File: config.mk
export PLATFORM = sky130hd
export DESIGN_NAME = mac
export DESIGN_NICKNAME = d
export VERILOG_FILES = /design/src/rtl/mac_pkg.sv /design/src/rtl/mac_cmul.sv /design/src/rtl/mac.sv
export SDC_FILE = /design/constraint.sdc
export NUM_CORES = 2
export LEC_CHECK = 0
export CAP_MARGIN = 30
export CORE_MARGIN = 10
export CORE_UTILIZATION = 35
export DETAILED_ROUTE_END_ITERATION = 8
export PLACE_DENSITY = 0.58
export RECOVER_POWER = 100
export SYNTH_ARGS = -nofsm -noshare
export SYNTH_HDL_FRONTEND = slang
export SYNTH_SLANG_ARGS = --single-unit
File: constraint.sdc
create_clock -name clk -period 13.1 [get_ports clk]
set_clock_uncertainty 0.15 [all_clocks]
set_input_delay 2.62 -clock clk [delete_from_list [all_inputs] [get_ports clk]]
set_output_delay 2.62 -clock clk [all_outputs]
set_load 0.02 [all_outputs]
File: src/rtl/mac_pkg.sv
// Shared constants and saturating-add helpers for the delayed-autocorrelation MAC.
// sat_add/add_ovf are only referenced when SATURATE_EN is defined.
package mac_pkg;

   localparam int DATA_W  = 16;
   localparam int ACC_W   = 32;
   localparam int CNT_W   = 6;
   localparam int WIN_LEN = 2**CNT_W;

   localparam logic [ACC_W-1:0] ACC_MAX = {1'b0, {(ACC_W-1){1'b1}}};
   localparam logic [ACC_W-1:0] ACC_MIN = {1'b1, {(ACC_W-1){1'b0}}};

   // Two's-complement overflow: operands agree in sign, result does not.
   function automatic logic add_ovf(input logic [ACC_W-1:0] a, input logic [ACC_W-1:0] b);
      logic [ACC_W-1:0] s;
      s = a + b;
      return (a[ACC_W-1] == b[ACC_W-1]) && (s[ACC_W-1] != a[ACC_W-1]);
   endfunction

   function automatic logic [ACC_W-1:0] sat_add(input logic [ACC_W-1:0] a, input logic [ACC_W-1:0] b);
      logic [ACC_W-1:0] s;
      s = a + b;
      if (add_ovf(a, b))
         return a[ACC_W-1] ? ACC_MIN : ACC_MAX;
      return s;
   endfunction

endpackage

File: src/rtl/mac_cmul.sv
// Combinational conjugate complex multiply: p = a * conj(b), result kept mod 2**ACC_W.
module mac_cmul
   import mac_pkg::*;
(
   input  logic [DATA_W-1:0] a_re,
   input  logic [DATA_W-1:0] a_im,
   input  logic [DATA_W-1:0] b_re,
   input  logic [DATA_W-1:0] b_im,
   output logic [ACC_W-1:0]  p_re,
   output logic [ACC_W-1:0]  p_im
);

   logic signed [ACC_W-1:0] ar, ai, br, bi;
   logic signed [ACC_W-1:0] rr, ii, ir, ri;

   // Sign-extend to the accumulator width so the add/sub wraps exactly mod 2**ACC_W.
   assign ar = ACC_W'($signed(a_re));
   assign ai = ACC_W'($signed(a_im));
   assign br = ACC_W'($signed(b_re));
   assign bi = ACC_W'($signed(b_im));

   assign rr = ar * br;
   assign ii = ai * bi;
   assign ir = ai * br;
   assign ri = ar * bi;

   assign p_re = rr + ii;
   assign p_im = ir - ri;

endmodule

File: src/rtl/mac.sv
// Delayed-autocorrelation MAC: registers x[n]*conj(x[n+4]) and sums it over 64-sample windows.
// Define SATURATE_EN for sticky saturating accumulation; default build wraps modulo 2**ACC_W.
module mac
   import mac_pkg::*;
(
   input  logic              clk,
   input  logic              rst,
   input  logic              en,
   input  logic [DATA_W-1:0] xn_re,
   input  logic [DATA_W-1:0] xn_im,
   input  logic [DATA_W-1:0] xn4_re,
   input  logic [DATA_W-1:0] xn4_im,
   output logic [ACC_W-1:0]  yn_re,
   output logic [ACC_W-1:0]  yn_im,
   output logic [CNT_W-1:0]  counter,
   output logic [ACC_W-1:0]  summer_a,
   output logic [ACC_W-1:0]  summer_b,
   output logic [ACC_W-1:0]  re,
   output logic [ACC_W-1:0]  im
);

   localparam logic [CNT_W-1:0] LAST = CNT_W'(WIN_LEN-1);

   logic [ACC_W-1:0] p_re, p_im;
   logic [ACC_W-1:0] sum_a, sum_b;
   logic             p_vld;
   logic             win_end;

   mac_cmul u_cmul (
      .a_re (xn_re),
      .a_im (xn_im),
      .b_re (xn4_re),
      .b_im (xn4_im),
      .p_re (p_re),
      .p_im (p_im)
   );

   // Stage 1: product register, p_vld marks a fresh product for stage 2.
   always_ff @(posedge clk) begin
      if (rst) begin
         re    <= '0;
         im    <= '0;
         p_vld <= 1'b0;
      end else begin
         p_vld <= en;
         if (en) begin
            re <= p_re;
            im <= p_im;
         end
      end
   end

   assign win_end = p_vld && (counter == LAST);

`ifdef SATURATE_EN
   // Once a channel saturates it is frozen until the window clears.
   logic sat_a, sat_b;
   logic ovf_a, ovf_b;

   always_comb begin
      sum_a = sat_a ? summer_a : sat_add(summer_a, re);
      sum_b = sat_b ? summer_b : sat_add(summer_b, im);
      ovf_a = !sat_a && add_ovf(summer_a, re);
      ovf_b = !sat_b && add_ovf(summer_b, im);
   end

   always_ff @(posedge clk) begin
      if (rst || win_end) begin
         sat_a <= 1'b0;
         sat_b <= 1'b0;
      end else if (p_vld) begin
         sat_a <= sat_a | ovf_a;
         sat_b <= sat_b | ovf_b;
      end
   end
`else
   always_comb begin
      sum_a = summer_a + re;
      sum_b = summer_b + im;
   end
`endif

   // Stage 2: accumulate; en gaps simply leave p_vld low so the window pauses.
   always_ff @(posedge clk) begin
      if (rst) begin
         summer_a <= '0;
         summer_b <= '0;
         counter  <= '0;
         yn_re    <= '0;
         yn_im    <= '0;
      end else if (p_vld) begin
         if (win_end) begin
            yn_re    <= sum_a;
            yn_im    <= sum_b;
            summer_a <= '0;
            summer_b <= '0;
            counter  <= '0;
         end else begin
            summer_a <= sum_a;
            summer_b <= sum_b;
            counter  <= counter + CNT_W'(1);
         end
      end
   end

endmodule

* After elaboration in Yosys (flattened, before gate mapping)
Cells that the tools add are included.
** Storage, ports and cells
- Flip-flop bits (word level) :: 199
- Input bits :: 67
- Output and inout bits :: 198
** Operators by class
- Add/sub/neg operators :: 5
- Multipliers :: 4
- Equal/unequal tests :: 1
- Multiplexer cells :: 3
- Reductions and logical operators :: 2
** Operator list (count)
- $mul A16 B16 Y32 :: 4
- $add A32 B32 Y32 :: 3
- $mux W32 :: 2
- $sub A32 B32 Y32 :: 1
- $add A6 B1 Y6 const B :: 1
- $eq A6 B6 Y1 const B :: 1
- $mux W6 :: 1
- $reduce_and A2 Y1 :: 1
- $logic_and A1 B1 Y1 :: 1

* Depth between registers and ports, before layout
- Depth after elaboration :: 3
- Gate-level depth with buffers :: 29
- Gate-level depth less buffers :: 28

* Cells and area by module
From an unflattened synthesis, not the netlist that was laid out.
** Second synthesis, totals
- Cells, all modules :: 5458
- Area total of the unflattened synthesis :: 49849.1 sq um
** Modules (own cells, without submodules)
- mac_cmul :: times used 1, cells an instance 4296, area each 39768.1 sq um
- mac :: times used 1, cells an instance 1162, area each 10080.9 sq um

* Least setup slack after synthesis
No wires, ideal clock.
- Path type :: input port to flip-flop
- Start point :: input port xn_re[15]
- End point :: register im[30]
- Setup time :: 0.122 ns
- Arrival :: 9.885 ns
- Data required time :: 12.828 ns
- Slack :: 2.943 ns
- Cell stages on the path :: 27
- Buffers on the path :: 1
- Path through :: clkbuf_1 -> nand2_1 -> inv_1 -> fa_1 -> inv_1 -> fa_1 -> inv_1 -> fa_1 -> inv_1 -> fa_1 -> fa_1 -> fa_1 -> fa_1 -> inv_1 -> fa_1 -> inv_1 -> ha_1 -> a21o_1 -> a21oi_1 -> o32ai_1 -> a31o_1 -> o21ai_1 -> or3b_4 -> a31oi_4 -> a2111oi_1 -> mux2_1 -> a311o_1
** Between the ends
- Longest elaborated chain between the ends :: 2
** Ends and longest elaborated chain
- start: declaration :: line mac.sv:9 : input logic [DATA_W-1:0] xn_re,
- $mul A16 B16 Y32 :: line mac_cmul.sv:25 : assign ri = ar * bi;
- $sub A32 B32 Y32 :: line mac_cmul.sv:28 : assign p_im = ir - ri;
- end signal: assignment :: line mac.sv:48 : im <= p_im;
- end: declaration :: line mac.sv:19 : output logic [ACC_W-1:0] im
No other way between the ends.
A chain may end at the register's enable or synchronous reset.

* Worst setup path after layout
- Start point :: input port xn_re[0]
- End point :: register im[30]
The elaborated chain is that of the path after synthesis.

==> flow_summary.yaml <==
outcome:
  status: "finished with violations"
  violations: "capacitance limit, slew limit"
floorplanning:
  fp.dieArea_um2: 157000
  rows: 137
  core_region_area_um2: 140000
  start_util_pct: 35.3
  die_w_um: 396
  die_y_um: 396
  ios: 265
worst_hold_path:
  hp-class: "reg2reg"
global_route:
  grt_pass1_wl_um: 227000
  grt_max_degree: 76
  antenna_found_initial: 14
  grt_pass1_vias: 39250
  grt_remaining_overflow: 0
  grt.total_usage_pct: 18.5
synthesis:
  yosysUniqueCellTypes: 72
  ys_seq_area_share_pct: 8.05
  syn-cell-area_um2: 49500
  synth_top_area_share_pct: 46.6
  ys_ff_latch: 199
  synth.largest_area_cell: "fa_1"
  synthTopCellsByArea: "fa_1 47%, inv_1 9.6%, ha_1 9.4%"
  avgSynthCellArea_um2: 9.10
  synth_nets: 7023
  synthArstFlopShare_pct: 0
  synth_edf_count: 0
  synthFlopType: "dfxtp_1"
  netlist_instances: 5435
  ys_warn_count: 0
placed_design:
  gp_congestion: 0.887
  dp_cells: 7427
  numPortBuffers: 264
  placed_area_um2: 54500
  dp_slack_ns: 1.60
  dp_hpwl_um: 122000
cells_and_area:
  fin_cells: 7469
  fillers: 14137
  multi_input_area_um2: 39800
  final-seq-area_um2: 3990
  syn2layout_area_growth_pct: 11.4
  final_common_cell: "inv_1"
  drive_gt1_share_pct: 2.63
  final_area_um2: 55100
  layout.nets: 7162
  final_cell_mix: "1,267 x inv_1, 1,151 x fa_1, 645 x nand2_1"
timing:
  final.setup.tns_ns: 0
  setup-violations-final: 0
  finalHoldViolCount: 0
  rsz0062_at_grt: "false"
  postLayoutSetupSlackWorst_ns: 1.58
  slew_violations: 222
  finalCriticalPeriod_ns: 11.52
  min_period_over_period_pct: 87.9
  slew_headroom_pct: -74.7
  worst_slew_pin_slew_ns: 2.62
  clock.fmax_mhz: 86.8
critical_path:
  critical_path_class: "in2reg"
  crit_path_frequent_cell: "fa_1"
  crit_path_start_kind: "input pin"
  cp_slowest_stage_delay_ns: 1.34
  cp_slowest_cell: "clkbuf_1"
  path_buf_inv: 6
  cp.arrival_ns: 11.72
  end_kind: "flop"
  critPathTopFamily: "adder cells"
  crit_required_ns: 13.30
  crit_path_max_fanout: 28
clock_tree:
  cts-root-buf: "clkbuf_16"
  clk_path_buf_depth: 2
  holdBufCountCts: 0
  clk_pin_slew_ns: 0.08
  cts_tree: "built"
  cts_buffers: 17
  clkLatencyLatePin_ns: 0.47
  htreeDepth: 4
  cts_sinks: 199
  postCtsSetupRepairBufs: 0
  post_cts_resized: 0
detailed_routing:
  dr.pass1.iters: 7
  wl_um: 143000
  ant_nets: 0
  drc: 0
  vias: 36010
  via_per_inst: 4.82
  first_iter_violations: 2019
  wire_per_inst_um: 19.2
run:
  drv_cap: 6
==> sequential cells by signal, indices dropped and copies added, names as in the netlist <==
register / flops
counter: 6
im: 32
p_vld: 1
re: 32
summer_a: 32
summer_b: 32
yn_im: 32
yn_re: 32
==> stage by stage <==
step,hold slack [ns],utilization (%)
final,0.303,39.4
after global routing,0.319,39.4
after CTS,0.308,39.3
after detailed placement,0.296,38.9
after global placement,0.293,38.7
after floorplan,0.380,-
==> synthesized netlist by cell type, types with 16 or more instances <==
library cell  number
a211oi_1          16
a21o_1            59
a21oi_1          185
and2_1           501
clkbuf_1         250
dfxtp_1          199
fa_1            1151
ha_1             370
inv_1           1267
mux2i_1           40
nand2_1          645
nand2b_1          36
nand3_1           19
nor2_1           229
nor2b_1           52
nor3_1            25
o21a_1            27
o21ai_0           18
o21ai_1           26
xnor2_1          114
xor2_1            36
==> layer usage <==
metal  GRT usage [%]  wire length (µm)
met1            24.2             61200
met2            31.1             68000
met3            3.42              9260
met4            5.55              4510
met5               0                80
==> final cells by class <==
cell class	count	area share, %
Antenna cell	7	0.0318
Clock buffer	19	0.785
Clock inverter	12	0.254
Inverter	1267	8.62
Multi-Input combinational cell	3714	72.1
Sequential cell	199	7.23
Tap cell	1876	4.26
Timing Repair Buffer	375	6.69
==> worst register-to-register path, delay by kind of cell (launching register included) <==
kind | cells | cell delay, ns
fa+ha+maj | 2 | 0.60
flops | 1 | 0.42
compound gates | 8 | 2.23
simple gates | 2 | 0.46
buf+inv | 1 | 0.05
==> logic make-up after synthesis <==
family / after synthesis / share of synthesized area (%)
AND/OR/NAND/NOR: 1560 / 15.3
buffers and inverters: 1522 / 11.5
adder cells (fa/ha/maj): 1521 / 55.9
AO/OA/AOI/OAI: 441 / 5.70
flip-flops: 199 / 8.05
XOR/XNOR: 150 / 2.65
multiplexers: 42 / 0.855
==> final timing paths <==
check,endpoint,cells past startpoint,start,slack [ns]
max,im[30]$_SDFFE_PP0P_,26,xn_re[0],1.58
min,yn_re[2]$_SDFFE_PP0P_,2,yn_re[2]$_SDFFE_PP0P_,0.30
max reg2reg,yn_im[30]$_SDFFE_PP0P_,13,im[0]$_SDFFE_PP0P_,9.09
min reg2reg,yn_re[2]$_SDFFE_PP0P_,2,yn_re[2]$_SDFFE_PP0P_,0.30
Power is not shown: default switching activity piles up to over one toggle a cycle in this logic, so the estimate is an artifact.
